### src/rtl/ioctl_loader_pkg.sv
// Shared types and constants for the ioctl download engine: FIFO entry layout,
// FSM encodings and default channel regions for BIOS, cartridge and RAM images.
package ioctl_loader_pkg;

    localparam int LOADER_ADDR_W = 25;
    localparam int LOADER_DW     = 16;

    localparam int LOADER_CH_BIOS = 0;
    localparam int LOADER_CH_CART = 1;
    localparam int LOADER_CH_RAM  = 2;

    localparam logic [LOADER_ADDR_W-1:0] LOADER_BASE_BIOS = 25'h0000000;
    localparam logic [LOADER_ADDR_W-1:0] LOADER_SIZE_BIOS = 25'h0080000;
    localparam logic [LOADER_ADDR_W-1:0] LOADER_BASE_CART = 25'h0800000;
    localparam logic [LOADER_ADDR_W-1:0] LOADER_SIZE_CART = 25'h0800000;
    localparam logic [LOADER_ADDR_W-1:0] LOADER_BASE_RAM  = 25'h1000000;
    localparam logic [LOADER_ADDR_W-1:0] LOADER_SIZE_RAM  = 25'h1000000;

    typedef struct packed {
        logic [LOADER_ADDR_W-1:0] addr;
        logic [LOADER_DW-1:0]     data;
    } loader_ent_t;

    typedef enum logic {
        DRAIN_IDLE,
        DRAIN_REQ
    } drain_state_t;

    typedef enum logic [1:0] {
        CMPL_OFF,
        CMPL_LOAD,
        CMPL_FLUSH
    } cmpl_state_t;

    function automatic logic [LOADER_DW-1:0] swap_bytes(input logic [LOADER_DW-1:0] d);
        return {d[7:0], d[15:8]};
    endfunction

endpackage

### src/rtl/ioctl_loader_if.sv
// Bundles the HPS ioctl stream and the SDRAM write port seen by the loader.
// The loader uses the slave view; the host/SDRAM side uses the master view.
interface ioctl_loader_if #(
    parameter int ADDR_W = 25,
    parameter int DW     = 16
);
    logic              ioctl_download;
    logic [7:0]        ioctl_index;
    logic              ioctl_wr;
    logic [24:0]       ioctl_addr;
    logic [DW-1:0]     ioctl_dout;
    logic              ioctl_wait;
    logic              ram_req;
    logic [ADDR_W-1:0] ram_addr;
    logic [DW-1:0]     ram_din;
    logic              ram_ack;

    modport master (
        output ioctl_download, ioctl_index, ioctl_wr, ioctl_addr, ioctl_dout, ram_ack,
        input  ioctl_wait, ram_req, ram_addr, ram_din
    );

    modport slave (
        input  ioctl_download, ioctl_index, ioctl_wr, ioctl_addr, ioctl_dout, ram_ack,
        output ioctl_wait, ram_req, ram_addr, ram_din
    );
endinterface

### src/rtl/ioctl_loader_fifo.sv
// Show-ahead FIFO: the head entry is readable without a pop, so the drain side
// can present it on the SDRAM port in the cycle after it was written.
module loader_fifo #(
    parameter int WIDTH = 41,
    parameter int DEPTH = 8
) (
    input  logic                   clk,
    input  logic                   srst,
    input  logic                   push,
    input  logic [WIDTH-1:0]       push_data,
    input  logic                   pop,
    output logic [WIDTH-1:0]       head,
    output logic [$clog2(DEPTH):0] count,
    output logic                   full,
    output logic                   empty
);
    localparam int PTR_W = $clog2(DEPTH);
    localparam int CNT_W = PTR_W + 1;

    logic [WIDTH-1:0] mem_q [DEPTH];
    logic [PTR_W-1:0] wr_ptr_q, wr_ptr_d, rd_ptr_q, rd_ptr_d;
    logic [CNT_W-1:0] count_q, count_d;
    logic             do_push, do_pop;

    assign full    = (count_q == CNT_W'(DEPTH));
    assign empty   = (count_q == '0);
    assign do_push = push & ~full;
    assign do_pop  = pop & ~empty;

    always_comb begin
        wr_ptr_d = wr_ptr_q + PTR_W'(do_push);
        rd_ptr_d = rd_ptr_q + PTR_W'(do_pop);
        count_d  = count_q + CNT_W'(do_push) - CNT_W'(do_pop);
    end

    // Storage carries no reset; only pointers and occupancy define validity.
    always_ff @(posedge clk) begin
        if (do_push) begin
            mem_q[wr_ptr_q] <= push_data;
        end
    end

    always_ff @(posedge clk) begin
        if (srst) begin
            wr_ptr_q <= '0;
            rd_ptr_q <= '0;
            count_q  <= '0;
        end else begin
            wr_ptr_q <= wr_ptr_d;
            rd_ptr_q <= rd_ptr_d;
            count_q  <= count_d;
        end
    end

    assign head  = mem_q[rd_ptr_q];
    assign count = count_q;

endmodule

### src/rtl/ioctl_loader.sv
// Multi-channel HPS download engine: maps ioctl writes into per-channel SDRAM
// regions, buffers them in a FIFO and drains them through the SDRAM write port.
module ioctl_loader
    import ioctl_loader_pkg::*;
#(
    parameter int NUM_CH     = 4,
    parameter int FIFO_DEPTH = 8,
    parameter int ADDR_W     = LOADER_ADDR_W,
    parameter int DW         = LOADER_DW
) (
    input  logic              clk_sys,
    input  logic              reset,
    ioctl_loader_if.slave     bus,
    input  logic [ADDR_W-1:0] ch_base [NUM_CH],
    input  logic [ADDR_W-1:0] ch_size [NUM_CH],
    input  logic              ch_swap [NUM_CH],
    output logic              busy,
    output logic              done,
    output logic              err
);
    localparam int CH_W  = (NUM_CH > 1) ? $clog2(NUM_CH) : 1;
    localparam int CNT_W = $clog2(FIFO_DEPTH) + 1;
    localparam int ENT_W = $bits(loader_ent_t);

    logic [5:0]       ch;
    logic [CH_W-1:0]  ch_sel;
    logic             ch_ok, in_range, wr_en, push, pop, bad;
    logic             fifo_full, fifo_empty;
    logic [CNT_W-1:0] fifo_count, count_next;
    logic [ENT_W-1:0] head_raw;
    loader_ent_t      push_ent, head_ent;
    logic [DW-1:0]    dout_sw;
    logic             dl_rise, dl_fall;
    logic             unused_bits;

    drain_state_t drain_q, drain_d;
    cmpl_state_t  cmpl_q, cmpl_d;
    logic         wait_q, wait_d, done_q, done_d, err_q, err_d, dl_prev_q, dl_prev_d;

    assign ch          = bus.ioctl_index[5:0];
    assign ch_sel      = ch[CH_W-1:0];
    assign ch_ok       = (32'(ch) < NUM_CH);
    assign in_range    = (bus.ioctl_addr < ch_size[ch_sel]);
    assign wr_en       = bus.ioctl_download & bus.ioctl_wr;
    // Full-FIFO pushes are dropped even when a pop lands in the same cycle.
    assign push        = wr_en & ch_ok & in_range & ~fifo_full;
    assign bad         = wr_en & ~(ch_ok & in_range & ~fifo_full);
    assign pop         = (drain_q == DRAIN_REQ) & bus.ram_ack;
    assign count_next  = fifo_count + CNT_W'(push) - CNT_W'(pop);
    assign dout_sw     = ch_swap[ch_sel] ? swap_bytes(bus.ioctl_dout) : bus.ioctl_dout;
    assign unused_bits = ^{bus.ioctl_index[7:6], bus.ioctl_addr[0]};

    always_comb begin
        push_ent.addr = ch_base[ch_sel] + {bus.ioctl_addr[24:1], 1'b0};
        push_ent.data = dout_sw;
    end

    loader_fifo #(
        .WIDTH (ENT_W),
        .DEPTH (FIFO_DEPTH)
    ) u_fifo (
        .clk       (clk_sys),
        .srst      (reset),
        .push      (push),
        .push_data (push_ent),
        .pop       (pop),
        .head      (head_raw),
        .count     (fifo_count),
        .full      (fifo_full),
        .empty     (fifo_empty)
    );

    assign head_ent = head_raw;

    // Drain: stay in REQ across pops while entries remain, giving one word per cycle.
    always_comb begin
        drain_d = drain_q;
        case (drain_q)
            DRAIN_IDLE: if (!fifo_empty) drain_d = DRAIN_REQ;
            DRAIN_REQ:  if (pop && count_next == '0) drain_d = DRAIN_IDLE;
            default:    drain_d = DRAIN_IDLE;
        endcase
    end

    always_comb begin
        cmpl_d    = cmpl_q;
        done_d    = 1'b0;
        err_d     = err_q;
        dl_prev_d = bus.ioctl_download;
        dl_rise   = bus.ioctl_download & ~dl_prev_q;
        dl_fall   = ~bus.ioctl_download & dl_prev_q;
        wait_d    = (count_next >= CNT_W'(FIFO_DEPTH - 1));
        case (cmpl_q)
            CMPL_OFF:  if (dl_rise) cmpl_d = CMPL_LOAD;
            CMPL_LOAD: if (dl_fall) cmpl_d = CMPL_FLUSH;
            CMPL_FLUSH: begin
                if (dl_rise) begin
                    cmpl_d = CMPL_LOAD;
                end else if (fifo_empty && drain_q == DRAIN_IDLE) begin
                    done_d = 1'b1;
                    cmpl_d = CMPL_OFF;
                end
            end
            default: cmpl_d = CMPL_OFF;
        endcase
        if (dl_rise) err_d = 1'b0;
        if (bad)     err_d = 1'b1;
    end

    always_ff @(posedge clk_sys) begin
        if (reset) begin
            drain_q   <= DRAIN_IDLE;
            cmpl_q    <= CMPL_OFF;
            wait_q    <= 1'b0;
            done_q    <= 1'b0;
            err_q     <= 1'b0;
            dl_prev_q <= 1'b0;
        end else begin
            drain_q   <= drain_d;
            cmpl_q    <= cmpl_d;
            wait_q    <= wait_d;
            done_q    <= done_d;
            err_q     <= err_d;
            dl_prev_q <= dl_prev_d;
        end
    end

    assign bus.ioctl_wait = wait_q;
    assign bus.ram_req    = (drain_q == DRAIN_REQ);
    assign bus.ram_addr   = bus.ram_req ? head_ent.addr : '0;
    assign bus.ram_din    = bus.ram_req ? head_ent.data : '0;
    assign busy           = (cmpl_q != CMPL_OFF);
    assign done           = done_q;
    assign err            = err_q;

endmodule
### src/flat_wrapper.sv
// flat-port wrapper written by rule: the top's interface ports become plain ports
module ioctl_loader_flat import ioctl_loader_pkg::*;
#(
    parameter int NUM_CH     = 4,
    parameter int FIFO_DEPTH = 8,
    parameter int ADDR_W     = LOADER_ADDR_W,
    parameter int DW         = LOADER_DW
)
  (clk_sys, reset, ch_base, ch_size, ch_swap, busy, done, err, bus_ioctl_download, bus_ioctl_index, bus_ioctl_wr, bus_ioctl_addr, bus_ioctl_dout, bus_ram_ack, bus_ioctl_wait, bus_ram_req, bus_ram_addr, bus_ram_din);
  ioctl_loader_if #(.ADDR_W(ADDR_W), .DW(DW)) bus_i ();
  input  logic clk_sys;
  input  logic reset;
  input  logic [ADDR_W-1:0] ch_base[NUM_CH];
  input  logic [ADDR_W-1:0] ch_size[NUM_CH];
  input  logic ch_swap[NUM_CH];
  output logic busy;
  output logic done;
  output logic err;
  input wire logic [$bits(bus_i.ioctl_download)-1:0] bus_ioctl_download;
  input wire logic [$bits(bus_i.ioctl_index)-1:0] bus_ioctl_index;
  input wire logic [$bits(bus_i.ioctl_wr)-1:0] bus_ioctl_wr;
  input wire logic [$bits(bus_i.ioctl_addr)-1:0] bus_ioctl_addr;
  input wire logic [$bits(bus_i.ioctl_dout)-1:0] bus_ioctl_dout;
  input wire logic [$bits(bus_i.ram_ack)-1:0] bus_ram_ack;
  output wire logic [$bits(bus_i.ioctl_wait)-1:0] bus_ioctl_wait;
  output wire logic [$bits(bus_i.ram_req)-1:0] bus_ram_req;
  output wire logic [$bits(bus_i.ram_addr)-1:0] bus_ram_addr;
  output wire logic [$bits(bus_i.ram_din)-1:0] bus_ram_din;
  assign bus_i.ioctl_download = bus_ioctl_download;
  assign bus_i.ioctl_index = bus_ioctl_index;
  assign bus_i.ioctl_wr = bus_ioctl_wr;
  assign bus_i.ioctl_addr = bus_ioctl_addr;
  assign bus_i.ioctl_dout = bus_ioctl_dout;
  assign bus_i.ram_ack = bus_ram_ack;
  assign bus_ioctl_wait = bus_i.ioctl_wait;
  assign bus_ram_req = bus_i.ram_req;
  assign bus_ram_addr = bus_i.ram_addr;
  assign bus_ram_din = bus_i.ram_din;
  ioctl_loader #(.NUM_CH(NUM_CH), .FIFO_DEPTH(FIFO_DEPTH), .ADDR_W(ADDR_W), .DW(DW)) u_core (.clk_sys(clk_sys), .reset(reset), .bus(bus_i), .ch_base(ch_base), .ch_size(ch_size), .ch_swap(ch_swap), .busy(busy), .done(done), .err(err));
endmodule
### config.mk
export PLATFORM = sky130hd
export DESIGN_NAME = ioctl_loader_flat
export DESIGN_NICKNAME = d
export VERILOG_FILES = /design/src/rtl/ioctl_loader_pkg.sv /design/src/rtl/ioctl_loader_if.sv /design/src/rtl/ioctl_loader_fifo.sv /design/src/rtl/ioctl_loader.sv /design/src/flat_wrapper.sv
export SDC_FILE = /design/constraint.sdc
export NUM_CORES = 1
export LEC_CHECK = 0
export BUFFER_PORTS_ARGS = -buffer_cell sky130_fd_sc_hd__buf_2
export CAP_MARGIN = 20
export CORE_ASPECT_RATIO = 1.75
export CORE_MARGIN = 8
export CORE_UTILIZATION = 40
export DETAILED_ROUTE_END_ITERATION = 8
export RECOVER_POWER = 100
export SYNTH_ARGS = -nofsm -noshare
export SYNTH_HDL_FRONTEND = slang
export SYNTH_SLANG_ARGS = --single-unit
### constraint.sdc
create_clock -name clk_sys -period 6.65 [get_ports clk_sys]
set_input_delay 0.665 -clock clk_sys [delete_from_list [all_inputs] [get_ports clk_sys]]
set_output_delay 0.665 -clock clk_sys [all_outputs]
set_load 0.005 [all_outputs]
* After elaboration in Yosys (flattened, before gate mapping)
Memories as Yosys holds them, arrays and structs flattened. A register that Yosys moved wholly into a read port is not among the register bits.
Cells that the tools add are included.
** Cells by class
- Eq/ne operators :: 6
- $lt $le $gt $ge :: 4
- Add/sub/neg operators :: 7
- Bitwise logic cells :: 20
- Reductions and logical operators :: 9
- Multiplexer cells :: 26
** Operator list (number)
- $mux 25 :: 5
- $bmux 25 s2 :: 2
- $mux 16 :: 2
- $add 25x25->25 :: 1
- $lt 25x25->1 :: 1
- $and 1x1->1 :: 12
- $mux 1 :: 9
- $add 4x1->4 :: 2
- $logic_not 4->1 :: 2
- $mux 2 :: 4
- $sub 4x1->4 :: 2
- $not 1->1 :: 7
- $add 3x1->3 :: 2
- $lt 6x3->1 const B :: 1
- $pmux 2 s3 :: 1
- $eq 4x4->1 const B :: 1
- $ge 4x3->1 const B :: 1
- $ne 2x1->1 const B :: 2
- $reduce_bool 2->1 :: 2
- $ge 3x3->1 const B :: 1
- $mux 3 :: 1
- $ne 3x1->1 const B :: 1
- $not 2->3 :: 1
- $reduce_and 3->1 :: 1
- other kinds (7) :: 8
** Word-level totals
- Register bits after elaboration :: 17
- Input port bits :: 258
- Word-level logic and storage cells :: 82
- Memories :: 1
- RAM bits :: 328
** Memory list
- u_core.u_fifo.mem_q :: words 8, bits a word 41, rd ports 1, clocked after Yosys merged registers in 1, write ports 1, RTL line ioctl_loader_fifo.sv:20 : logic [WIDTH-1:0] mem_q [DEPTH];

* Depth between registers and ports, before layout
Gate-level depths: netlist (run 1).
- Depth in word-level cells :: 13
- Gate-level depth with buffers :: 18
- Mapped depth without buffers :: 16

* Cells and area by module
Synthesis (run 1) repeated with hierarchy kept, for this count alone.
** Unflattened totals
- Cell total of the unflattened synthesis :: 986
- Area, all modules :: 17261.6 sq um
** By module, submodules not included
- loader_fifo :: seq. area each 10049.6 sq um, area each 13192.7 sq um, cells each 538, times used 1
- ioctl_loader :: seq. area each 140.1 sq um, area each 4068.9 sq um, cells each 448, times used 1

* Least setup slack after synthesis (run 1)
No wires, ideal clock.
- Path kind :: input to register
- Start :: input bus_ioctl_index[0]
- End :: memory u_core.u_fifo.mem_q[5][0], enable pin
- Buffers on the path :: 2
- Slack :: 1.427 ns
- Cell stages on the path :: 12
- Library setup time :: 0.439 ns
- Arrival :: 4.784 ns
- Cells stage by stage :: buf_4 > buf_2 > mux4_2 > inv_1 > ha_1 > a21o_1 > a21o_1 > a211oi_1 > and4bb_4 > o31ai_4 > nand3b_2 > nor2_1
** On the way
- Longest elaborated chain between the ends :: 10
** RTL lines
- from (decl) :: RTL line flat_wrapper.sv:20 : input wire logic [$bits(bus_i.ioctl_index)-1:0] bus_ioctl_index;
- $not 2->3 (implied by the code) :: RTL line ioctl_loader.sv:43 : assign in_range = (bus.ioctl_addr < ch_size[ch_sel]);
- $bmux 25 s2 :: RTL line ioctl_loader.sv:43
- $mux 25 (implied by the code) (2 in series) :: RTL line ioctl_loader.sv:43
- $lt 25x25->1 :: RTL line ioctl_loader.sv:43
- $and 1x1->1 * (2 in series) :: RTL line ioctl_loader.sv:46 : assign push = wr_en & ch_ok & in_range & ~fifo_full;
- $and 1x1->1 * :: RTL line ioctl_loader_fifo.sv:27 : assign do_push = push & ~full;
- $mux 1 * :: RTL line ioctl_loader_fifo.sv:38 : if (do_push) begin
- $mux 1 (implied by the code) * :: RTL line ioctl_loader_fifo.sv:39 : mem_q[wr_ptr_q] <= push_data;
- to (decl) :: RTL line ioctl_loader_fifo.sv:20
Every way passes the cells marked *; elsewhere a longest branch is shown, timed or not. The select of a mux whose other input is x is not followed.

* Final worst setup path (run 1)
- Start :: input bus_ioctl_index[1]
- End :: memory u_core.u_fifo.mem_q[5][18], enable pin
The elaborated chain is that of the path after synthesis.

==> results.md, run 1 <==
- Status: finished, violations left
- Failing checks: capacitance limit, slew limit
- CP delay by family, top: buffers and inverters
- CTS Hold Bufs: 0
- Final Cycle Share: 77.8%
- Synth top area cells: edfxtp_1 59%, mux4_2 18%, ha_1 4.5%
- Layout area overhead: 18.8%
- Non-filler cells, final: 1824
- GRT Total Usage: 17.2%
- Clock share of power: 35.3%
- Gate Count Post-Synth: 944
- First-pass GRT wire length: 62.9 mm
- Worst-margin pin slew: 2.28 ns
- Layout cells sized above 1: 36.8%
- Worst Path Required: 6.82 ns
- Final net count: 1571
- Synth Flop Type: edfxtp_1
- Worst min path class: in2reg
- Sequential share of power: 51.1%
- Starting Density: 40.6%
- Critical path arrival: 5.34 ns
- Cell taking the most area after synthesis: edfxtp_1
- Clk_lat worst skew: 0.56 ns
- H-Tree Depth: 1
- Fillers: 3517
- Slew Viols, Final: 45
- Inst Count DP: 1769
- LEAKAGE: 0.00687 uW
- Detailed-route via count: 9639
- CP max FO: 41
- RePlAce Congestion: 0.855
- Yosys cell types: 53
- Worst setup EP type: register
- Async set-reset flop share out of synthesis: 0%
- Routed len/inst: 23.0 um
- Total die area: 0.0485 mm2
- Core area: 0.0408 mm2
- RSZ-0062 raised after global routing: false
- # Max-Cap Violations: 1
- Antenna violations before repair: 3
- Top-area cell type share of the netlist area: 59.4%
- Worst clock skew: 0.0165 ns
- PwrDens: 249 mW/mm2
- Sw frac: 23.7%
- Die H: 285 um
- Critical-path top delay cell: clkbuf_2
- Hpwl dp: 30.2 mm
- Internal power: 3740 uW
- Sink Count: 345
- PortBufs: 301
- Num CTS Buffers: 29
- Die Span X: 170 um
- Slew HR: -51.7%
- Final hold violation count: 0
- Crit Path Class: in2reg
- CTS tree: built
- Critical path's largest stage delay: 1.02 ns
- Std-Cell Rows: 98
- DR vias/cell: 5.28
- Net switching power: 1160 uW
- Final setup fails: 0
- Clock Path Buffers: 3
- Total iterations of the first detailed-routing run: 4
- Final ANT Viol Nets: 0
- Setup_tns: 0 ns
- Worst Path Buf+Inv: 4
- Register bit total from synthesis: 345
- Post-CTS Resized: 0
- EDFF count, synth: 328
- Worst Setup Start Kind: input port
- Post-Syn Nets: 1265
- Syn Area/Cell: 17.6 um2
- CP cell instances: clkbuf_1 > buf_4 > mux4_2 > inv_1 > ha_1 > and3_1 > nand4_1 > and4bb_4 > o31ai_4 > nand3b_1 > nor2_4 > clkbuf_2
- Final Critical Period: 5.18 ns
- Starting DRT DRC Count: 463
- Residual DRC count: 0
- Worst vdd ir: 0.167 mV
- Gate power share: 13.5%
- Root Buffer: clkbuf_16
- Setup bufs post-CTS: 0
- Fmax: 193 MHz
- Drt total wl: 42.0 mm
- Cell Area, Synth: 0.0166 mm2
- Clock-pin slew on the worst setup and hold paths: 0.07 ns
- Vias in the first global route: 10900
- Io pins: 304
- Seq/Total Area, Yosys: 61.5%
- Gr ovfl total: 0
- Largest net degree at the start of global routing: 53
- Warnings from Yosys: 0
final cells by class:
cell class,count,area (um2),share of cell area (%)
Sequential cell,345,10200,51.8
Multi-Input combinational cell,514,6080,30.9
Timing Repair Buffer,320,1590,8.06
Clock buffer,29,726,3.68
Tap cell,550,688,3.49
Clock inverter,25,256,1.30
Inverter,40,150,0.762
Antenna cell,1,2.50,0.0127
worst register-to-register path, delay by kind of cell (launching register included):
| family | cells | cell delay (ns) |
|---|---|---|
| compound gates | 1 | 0.10 |
| fa+ha+maj | 3 | 0.84 |
| buf+inv | 3 | 1.80 |
| flops | 1 | 0.31 |
| simple gates | 2 | 0.61 |
cell usage in the layout, fill, tap and decap left out, types with 29 or more instances in the layout:
| master | count |
|---|---|
| mux2i_1 | 41 |
| clkbuf_16 | 29 |
| edfxtp_1 | 328 |
| mux4_2 | 133 |
| clkbuf_1 | 49 |
| inv_1 | 40 |
| buf_2 | 253 |
| ha_1 | 60 |
| nor2b_1 | 54 |
| a21oi_1 | 30 |
kinds of logic after synthesis:
kind of cell    share of synthesized area, %
fa+ha+maj                               4.89
mux                                     21.6
compound gates                          3.67
buf+inv                                 2.05
xor+xnor                                1.37
simple gates                            4.89
flops                                   61.5
state kept, by name (all words and copies together), names as in the netlist:
name,cells
u_core.u_fifo.rd_ptr_q,3
u_core.done,1
u_core.u_fifo.count,4
u_core.u_fifo.wr_ptr_q,3
u_core.bus.ram_req,1
u_core.bus.ioctl_wait,1
u_core.dl_prev_q,1
u_core.u_fifo.mem_q,328
u_core.err,1
u_core.cmpl_q,2
metrics by stage:
step	total power [uW]	setup slack (ns)	hold WS (ns)	utilization [%]	instance area, um2
after floorplan	2980	1.43	0.465	-	16600
after global placement	3220	1.52	0.487	46.1	18800
after detailed placement	3240	1.50	0.506	46.1	18800
after CTS	4970	2.08	0.340	48.5	19800
after global routing	5100	0.946	0.355	48.2	19700
final	4910	1.47	0.365	48.2	19700
per-layer routing:
layer	wire length, um	GRT usage, %	up-vias
li1	-	-	4414
met2	22900	32.7	348
met1	15400	18.6	4825
met5	13	0	-
met4	1080	5.22	2
met3	2630	3.68	50
cells in the mapped netlist (7+ instances only):
cell and count:
mux2_2 16, mux4_2 133, o21ai_0 18, dfxtp_1 17, xnor2_1 19, xor2_1 7, clkbuf_1 25, nor2_1 26
ha_1 60, buf_2 14, inv_1 40, mux2i_1 41, a21o_1 15, edfxtp_1 328, nand2b_1 11, a21oi_1 30
nand2_1 13, nor2b_1 54, nand3_1 9
worst paths after layout:
kind / to / startpoint / slack, ns / depth (start not counted)
max: u_core.u_fifo.mem_q[5][18]$_DFFE_PP_ / bus_ioctl_index[1] / 1.47 / 12
min: u_core.err$_SDFFE_PP0P_ / bus_ioctl_wr / 0.37 / 2
max reg2reg: u_core.bus.ram_req$_SDFF_PP0_ / u_core.bus.ram_req$_SDFF_PP0_ / 2.88 / 9
min reg2reg: u_core.done$_SDFF_PP0_ / u_core.cmpl_q[1]$_SDFFE_PP0P_ / 0.52 / 2
power by group through the flow:
stage          Clock (uW)  Combinational (uW)  Sequential [uW]
2_1_floorplan           0                 427             2550
3_3_place_gp            0                 664             2560
3_5_place_dp            0                 681             2560
4_1_cts              1780                 683             2510
5_1_grt              1850                 738             2510
6_report             1730                 664             2510
Power figures use the tool's default switching activity.
==> run 2, diff against run 1 <==
--- a/config.mk
+++ b/config.mk
@@ -5,6 +5,7 @@
 export SDC_FILE = /design/constraint.sdc
 export NUM_CORES = 1
 export LEC_CHECK = 0
+export ABC_AREA = 1
 export BUFFER_PORTS_ARGS = -buffer_cell sky130_fd_sc_hd__buf_2
 export CAP_MARGIN = 20
 export CORE_ASPECT_RATIO = 1.75
==> constraint.sdc (replaced) <==
create_clock -name clk_sys -period 4.4 [get_ports clk_sys]
set_input_delay 0.44 -clock clk_sys [delete_from_list [all_inputs] [get_ports clk_sys]]
set_output_delay 0.44 -clock clk_sys [all_outputs]
set_load 0.005 [all_outputs]
==> results.md, run 2 <==
- Status: finished clean (was finished, violations left)
- # Max-Cap Violations: 0 (was 1)
- Io pins: 304 (unchanged)
- DR vias/cell: 5.44 (was 5.28)
- Top-area cell type share of the netlist area: 57.1% (was 59.4%)
- Hpwl dp: 37.2 mm (was 30.2 mm)
- Synth Flop Type: edfxtp_1 (unchanged)
- Hold path depth: 3 (was 2)
- Multi-input logic area: 0.00625 mm2 (was 0.00608 mm2)
- Total iterations of the first detailed-routing run: 6 (was 4)
- Sink Count: 345 (unchanged)
- Final Cycle Share: 87.5%
- Setup_tns: 0 ns (unchanged)
- Final Util: 47.4% (was 48.2%)
- Sequential share of power: 46.9% (was 51.1%)
- Residual DRC count: 0 (unchanged)
- Most frequent cells in the layout: 352 x nor2_1, 328 x edfxtp_1, 260 x buf_2 (was 328 x edfxtp_1, 253 x buf_2, 133 x mux4_2)
- RePlAce Congestion: 0.941 (was 0.855)
- Hold slack: 0.132 ns (was 0.365 ns)
- Total die area: 0.0503 mm2 (was 0.0485 mm2)
- Final hold violation count: 0 (unchanged)
- Gate Count Post-Synth: 1717 (was 944)
- Layout cells sized above 1: 17.5% (was 36.8%)
- Post-CTS Resized: 0 (unchanged)
- Final ANT Viol Nets: 0 (unchanged)
- Synth top area cells: edfxtp_1 57%, nor2_1 7.8%, o21ai_0 5.9% (was edfxtp_1 59%, mux4_2 18%, ha_1 4.5%)
- Critical path arrival: 3.41 ns (was 5.34 ns)
- Post-Syn Nets: 2038 (was 1265)
- Register bit total from synthesis: 345 (unchanged)
- R2R cell count: 8 (was 9)
- Net switching power: 2340 uW (was 1160 uW)
- Setup bufs post-CTS: 0 (unchanged)
- Warnings from Yosys: 0 (unchanged)
- CP max FO: 92 (was 41)
- Max reg flops: 328 (unchanged)
- Vias in the first global route: 14900 (was 10900)
- Clock Path Buffers: 3 (unchanged)
- GRT Total Usage: 20.5% (was 17.2%)
- Starting DRT DRC Count: 827 (was 463)
- Antenna violations before repair: 2 (was 3)
- Starting Density: 40.6% (about the same)
- Clock-pin slew on the worst setup and hold paths: 0.07 ns (about the same)
- CTS Hold Bufs: 0 (unchanged)
- Cell taking the most area after synthesis: edfxtp_1 (unchanged)
- Largest net degree at the start of global routing: 125 (was 53)
- Die H: 291 um (was 285 um)
- Worst vdd ir: 0.270 mV (was 0.167 mV)
- Commonest non-fill, non-tap cell in the layout: nor2_1 (was edfxtp_1)
- Final Critical Period: 3.85 ns
- Slew Viols, Final: 0 (was 45)
- Largest Register: u_core.u_fifo.mem_q (unchanged)
- Worst setup EP type: primary output (was register)
- Root Buffer: clkbuf_16 (unchanged)
- EDFF count, synth: 328 (unchanged)
- Detailed-route via count: 14000 (was 9639)
- Slew HR: 13.8% (was -51.7%)
- Yosys cell types: 42 (was 53)
- Sw frac: 28.5% (was 23.7%)
- Cell Area, Synth: 0.0173 mm2 (was 0.0166 mm2)
- CTS tree: built (unchanged)
- Die Span X: 173 um (was 170 um)
- Worst-margin pin slew: 1.29 ns (was 2.28 ns)
- Fillers: 4006 (was 3517)
- Worst Path Required: 3.96 ns (was 6.82 ns)
- Most common cell in the synthesized netlist: nor2_1 (was edfxtp_1)
- LEAKAGE: 0.00766 uW (was 0.00687 uW)
- RSZ-0062 raised after global routing: false (unchanged)
- Register area: 0.0102 mm2 (about the same)
- Worst clock skew: 0.0121 ns (was 0.0165 ns)
- Clk_lat worst skew: 0.55 ns (was 0.56 ns)
- Syn Area/Cell: 10.0 um2 (was 17.6 um2)
- Post-synth top cells: 357 x nor2_1, 328 x edfxtp_1, 203 x o21ai_0 (was 328 x edfxtp_1, 133 x mux4_2, 60 x ha_1)
- Clock share of power: 32.1% (was 35.3%)
- First-pass GRT wire length: 81.6 mm (was 62.9 mm)
- Layout area overhead: 16.9% (was 18.8%)
- Crit Path Class: reg2out (was in2reg)
- Fmax: 260 MHz
- Std-Cell Rows: 100 (was 98)
- Worst Setup Start Kind: register (was input port)
- H-Tree Depth: 1 (unchanged)
- Final setup fails: 0 (unchanged)
- PortBufs: 301 (unchanged)
- Seq/Total Area, Yosys: 59.1% (was 61.5%)
- Num CTS Buffers: 29 (unchanged)
- PwrDens: 406 mW/mm2 (was 249 mW/mm2)
- Gr ovfl total: 0 (unchanged)
- Drt total wl: 53.4 mm (was 42.0 mm)
- Gate power share: 21.0% (was 13.5%)
- Routed len/inst: 20.8 um (was 23.0 um)
- Internal power: 5860 uW (was 3740 uW)
- Async set-reset flop share out of synthesis: 0% (unchanged)
- Core area: 0.0425 mm2 (was 0.0408 mm2)
- Final net count: 2308 (was 1571)
- Worst min path class: in2reg (unchanged)
==> run 2: logic make-up (layout without fill, tap and decap cells) <==
| kind of cell | Yosys count | count (layout) | synth area share (%) |
|---|---|---|---|
| xor+xnor | 27 | 27 | 1.37 |
| simple gates | 612 | 612 | 14.2 |
| compound gates | 487 | 487 | 16.0 |
| flops | 345 | 345 | 59.1 |
| buf+inv | 183 | 473 | 4.74 |
| fa+ha+maj | 63 | 63 | 4.70 |
| other cells | 0 | 2 | 0 |
==> run 2: cell type report <==
type	count	share of cell area (%)
Sequential cell	345	50.5
Inverter	80	1.51
Tap cell	561	3.48
Antenna cell	2	0.0248
Multi-Input combinational cell	1189	31.0
Clock buffer	32	3.65
Timing Repair Buffer	342	8.69
Clock inverter	19	1.12
==> run 2: worst max-delay path, stage by stage (launching register included) <==
cell and delay (ns):
dfxtp_4 0.50, inv_4 0.69, clkbuf_1 0.67, o21ai_0 0.17, o22ai_1 0.16, o21ai_1 0.09, a31oi_1 0.28, clkbuf_1 0.16
==> run 2: final timing paths <==
check / start / endpoint / slack [ns]
min reg2reg: u_core.err$_SDFFE_PP0P_ / u_core.err$_SDFFE_PP0P_ / 0.49
max: u_core.u_fifo.rd_ptr_q[0]$_SDFF_PP0_ / bus_ram_addr[11] / 0.55
max reg2reg: u_core.u_fifo.count[2]$_SDFF_PP0_ / u_core.u_fifo.mem_q[5][13]$_DFFE_PP_ / 1.58
min: bus_ioctl_download / u_core.dl_prev_q$_SDFF_PP0_ / 0.13
==> run 2: power by group through the flow <==
| stage | clock network, uW | registers, uW | logic (uW) |
|---|---|---|---|
| 2_1_floorplan | 0 | 3880 | 1090 |
| 3_3_place_gp | 0 | 3910 | 1740 |
| 3_5_place_dp | 0 | 3910 | 1780 |
| 4_1_cts | 2670 | 3840 | 1780 |
| 5_1_grt | 2800 | 3850 | 1930 |
| 6_report | 2630 | 3840 | 1720 |
==> run 2: layer usage <==
metal  GRT usage (%)  vias to the layer above  routed length [um]
met5               0                        -                   0
met4            9.27                        0                2280
met3            3.34                      106                3140
met2            39.2                      525               28200
met1            21.5                     6668               19800
li1                -                     6673                   -
==> run 2: per-stage QoR <==
stage / std cells / instance area (um2) / setup slack, ns / power, uW
5_1_grt: 2570 / 20200 / 0.330 / 8570
3_3_place_gp: 2517 / 19400 / 0.379 / 5660
4_1_cts: 2568 / 20400 / 0.844 / 8290
2_1_floorplan: 1717 / 17300 / 0.0160 / 4960
6_report: 2570 / 20200 / 0.551 / 8200
3_5_place_dp: 2517 / 19400 / 0.285 / 5690
==> run 3, diff against run 2 <==
--- a/config.mk
+++ b/config.mk
@@ -6,7 +6,7 @@
 export NUM_CORES = 1
 export LEC_CHECK = 0
 export ABC_AREA = 1
-export BUFFER_PORTS_ARGS = -buffer_cell sky130_fd_sc_hd__buf_2
+export BUFFER_PORTS_ARGS = -buffer_cell sky130_fd_sc_hd__buf_4
 export CAP_MARGIN = 20
 export CORE_ASPECT_RATIO = 1.75
 export CORE_MARGIN = 8
==> results.md, run 3 (same netlist as run 2, synthesis figures left out) <==
- Status: finished clean (unchanged)
- Die Span X: 173 um (unchanged)
- Slew HR: 2.87% (was 13.8%)
- Num CTS Buffers: 29 (unchanged)
- Final hold violation count: 0 (unchanged)
- Routed len/inst: 20.7 um (was 20.8 um)
- Met2 Track Usage GR: 38.5% (was 39.2%)
- Met1 track demand over resource: 21.2% (was 21.5%)
- Starting DRT DRC Count: 709 (was 827)
- Worst clock skew: 0.00765 ns (was 0.0121 ns)
- CP Capture Point: bus_ram_addr[19] (was bus_ram_addr[11])
- Largest net degree at the start of global routing: 103 (was 125)
- Clock Path Buffers: 3 (unchanged)
- Grt peak-use layer: met2 (unchanged)
- CP max FO: 46 (was 92)
- Inst Count DP: 2514 (was 2517)
- Worst setup EP type: primary output (unchanged)
- GRT Total Usage: 20.4% (was 20.5%)
- Non-filler cells, final: 2566 (was 2570)
- Std-Cell Rows: 100 (unchanged)
- Residual DRC count: 0 (unchanged)
- Commonest non-fill, non-tap cell in the layout: nor2_1 (unchanged)
- CTS tree: built (unchanged)
- GRT met3 Usage: 3.93% (was 3.34%)
- Crit Path Class: reg2out (unchanged)
- Vias in the first global route: 14700 (was 14900)
- R2r endpoint: u_core.bus.ram_req$_SDFF_PP0_ (was u_core.u_fifo.mem_q[5][13]$_DFFE_PP_)
- PwrDens: 389 mW/mm2 (was 406 mW/mm2)
- RSZ-0062 raised after global routing: false (unchanged)
- Drt total wl: 53.2 mm (was 53.4 mm)
- Hpwl dp: 37.3 mm (was 37.2 mm)
- Worst Setup Start Kind: register (unchanged)
- Io pins: 304 (unchanged)
- Final Cycle Share: 88.7% (was 87.5%)
- Worst-margin pin slew: 1.46 ns (was 1.29 ns)
- Total die area: 0.0503 mm2 (unchanged)
- Critical path arrival: 3.46 ns (was 3.41 ns)
- Starting Density: 40.6% (unchanged)
- Core area: 0.0425 mm2 (unchanged)
- H-Tree Depth: 1 (unchanged)
- Total iterations of the first detailed-routing run: 5 (was 6)
- Post-CTS Resized: 0 (unchanged)
- R2R cell count: 8 (unchanged)
- Layout area overhead: 21.4% (was 16.9%)
- Fillers: 3958 (was 4006)
- Total Power: 8140 uW (was 8200 uW)
- CTS Hold Bufs: 0 (unchanged)
- Final Critical Period: 3.90 ns (was 3.85 ns)
- Worst min path class: in2reg (unchanged)
- Setup_tns: 0 ns (unchanged)
- Die H: 291 um (unchanged)
- # Max-Cap Violations: 0 (unchanged)
- Final setup fails: 0 (unchanged)
- Slew Viols, Final: 0 (unchanged)
- Worst Path Required: 3.96 ns (about the same)
- RePlAce Congestion: 0.876 (was 0.941)
- ANT cells: 0 (was 2)
- Clk_lat worst skew: 0.55 ns (about the same)
- Final ANT Viol Nets: 0 (unchanged)
- R2R Setup Slk: 1.33 ns (was 1.58 ns)
- Most frequent cells in the layout: 358 x nor2_1, 328 x edfxtp_1, 276 x buf_4 (was 352 x nor2_1, 328 x edfxtp_1, 260 x buf_2)
- Root Buffer: clkbuf_16 (unchanged)
- Clock-pin slew on the worst setup and hold paths: 0.07 ns (about the same)
- Worst vdd ir: 0.301 mV (was 0.270 mV)
- Critical path origin: u_core.u_fifo.rd_ptr_q[1]$_SDFF_PP0_ (was u_core.u_fifo.rd_ptr_q[0]$_SDFF_PP0_)
- Hold path depth: 3 (unchanged)
- Antenna violations before repair: 0 (was 2)
- Gr ovfl total: 0 (unchanged)
- Layout cells sized above 1: 19.1% (was 17.5%)
- DR vias/cell: 5.41 (was 5.44)
- Max reg flops: 328 (unchanged)
- PortBufs: 301 (unchanged)
- Sink Count: 345 (unchanged)
- LEAKAGE: 0.00801 uW (was 0.00766 uW)
- FF-to-FF Start: u_core.bus.ram_req$_SDFF_PP0_ (was u_core.u_fifo.count[2]$_SDFF_PP0_)
- Largest Register: u_core.u_fifo.mem_q (unchanged)
- Final net count: 2305 (was 2308)
- Detailed-route via count: 13900 (was 14000)
- First-pass GRT wire length: 81.2 mm (was 81.6 mm)
- Setup bufs post-CTS: 0 (unchanged)
- Fmax: 256 MHz (was 260 MHz)
## run 3: through the flow
stage / utilization [%] / setup WS [ns] / area, um2 / hold slack (ns)
2_1_floorplan: - / 0.0160 / 17300 / 0.463
3_3_place_gp: 47.6 / 0.256 / 20300 / 0.473
3_5_place_dp: 47.6 / 0.156 / 20300 / 0.475
4_1_cts: 49.7 / 0.733 / 21100 / 0.106
5_1_grt: 49.2 / 0.261 / 20900 / 0.127
6_report: 49.2 / 0.497 / 20900 / 0.134
## run 3: worst max-delay path: stages, from the launching register on
cell and delay [ns]:
dfxtp_2 0.46, inv_1 1.09, buf_12 0.35, o21ai_0 0.13
o22ai_1 0.14, o21ai_1 0.09, a31oi_1 0.39, clkbuf_4 0.24
## run 3: final cells by class
class,instances,area [um2],area share (%)
inverters,80,303,1.45
well taps,561,702,3.35
flip-flops and latches,345,10200,48.7
repair buffers,339,2640,12.6
clock buffers,32,737,3.52
clock inverters,20,141,0.675
multi-input cells,1189,6210,29.7
## run 3: where the power goes
group	switching, uW	leakage, uW	internal [uW]	total, uW
registers	65.7	0.00309	3800	3860
clock network	1110	0.000439	1320	2430
logic	1140	0.00449	709	1850
## run 3: worst min-delay path by stage
stage | startpoint | slack, ns | endpoint
after global routing | bus_ioctl_download | 0.13 | u_core.dl_prev_q$_SDFF_PP0_
after floorplan | u_core.err$_SDFFE_PP0P_ | 0.46 | u_core.err$_SDFFE_PP0P_
final | bus_ioctl_download | 0.13 | u_core.dl_prev_q$_SDFF_PP0_
after detailed placement | u_core.err$_SDFFE_PP0P_ | 0.47 | u_core.err$_SDFFE_PP0P_
after CTS | bus_ioctl_download | 0.11 | u_core.dl_prev_q$_SDFF_PP0_
after global placement | u_core.err$_SDFFE_PP0P_ | 0.47 | u_core.err$_SDFFE_PP0P_
## run 3: metal layers
metal / wire length, um / up-vias
met5: 0 / -
met4: 2440 / 0
met3: 3120 / 96
met2: 28000 / 514
met1: 19700 / 6613
li1: - / 6659
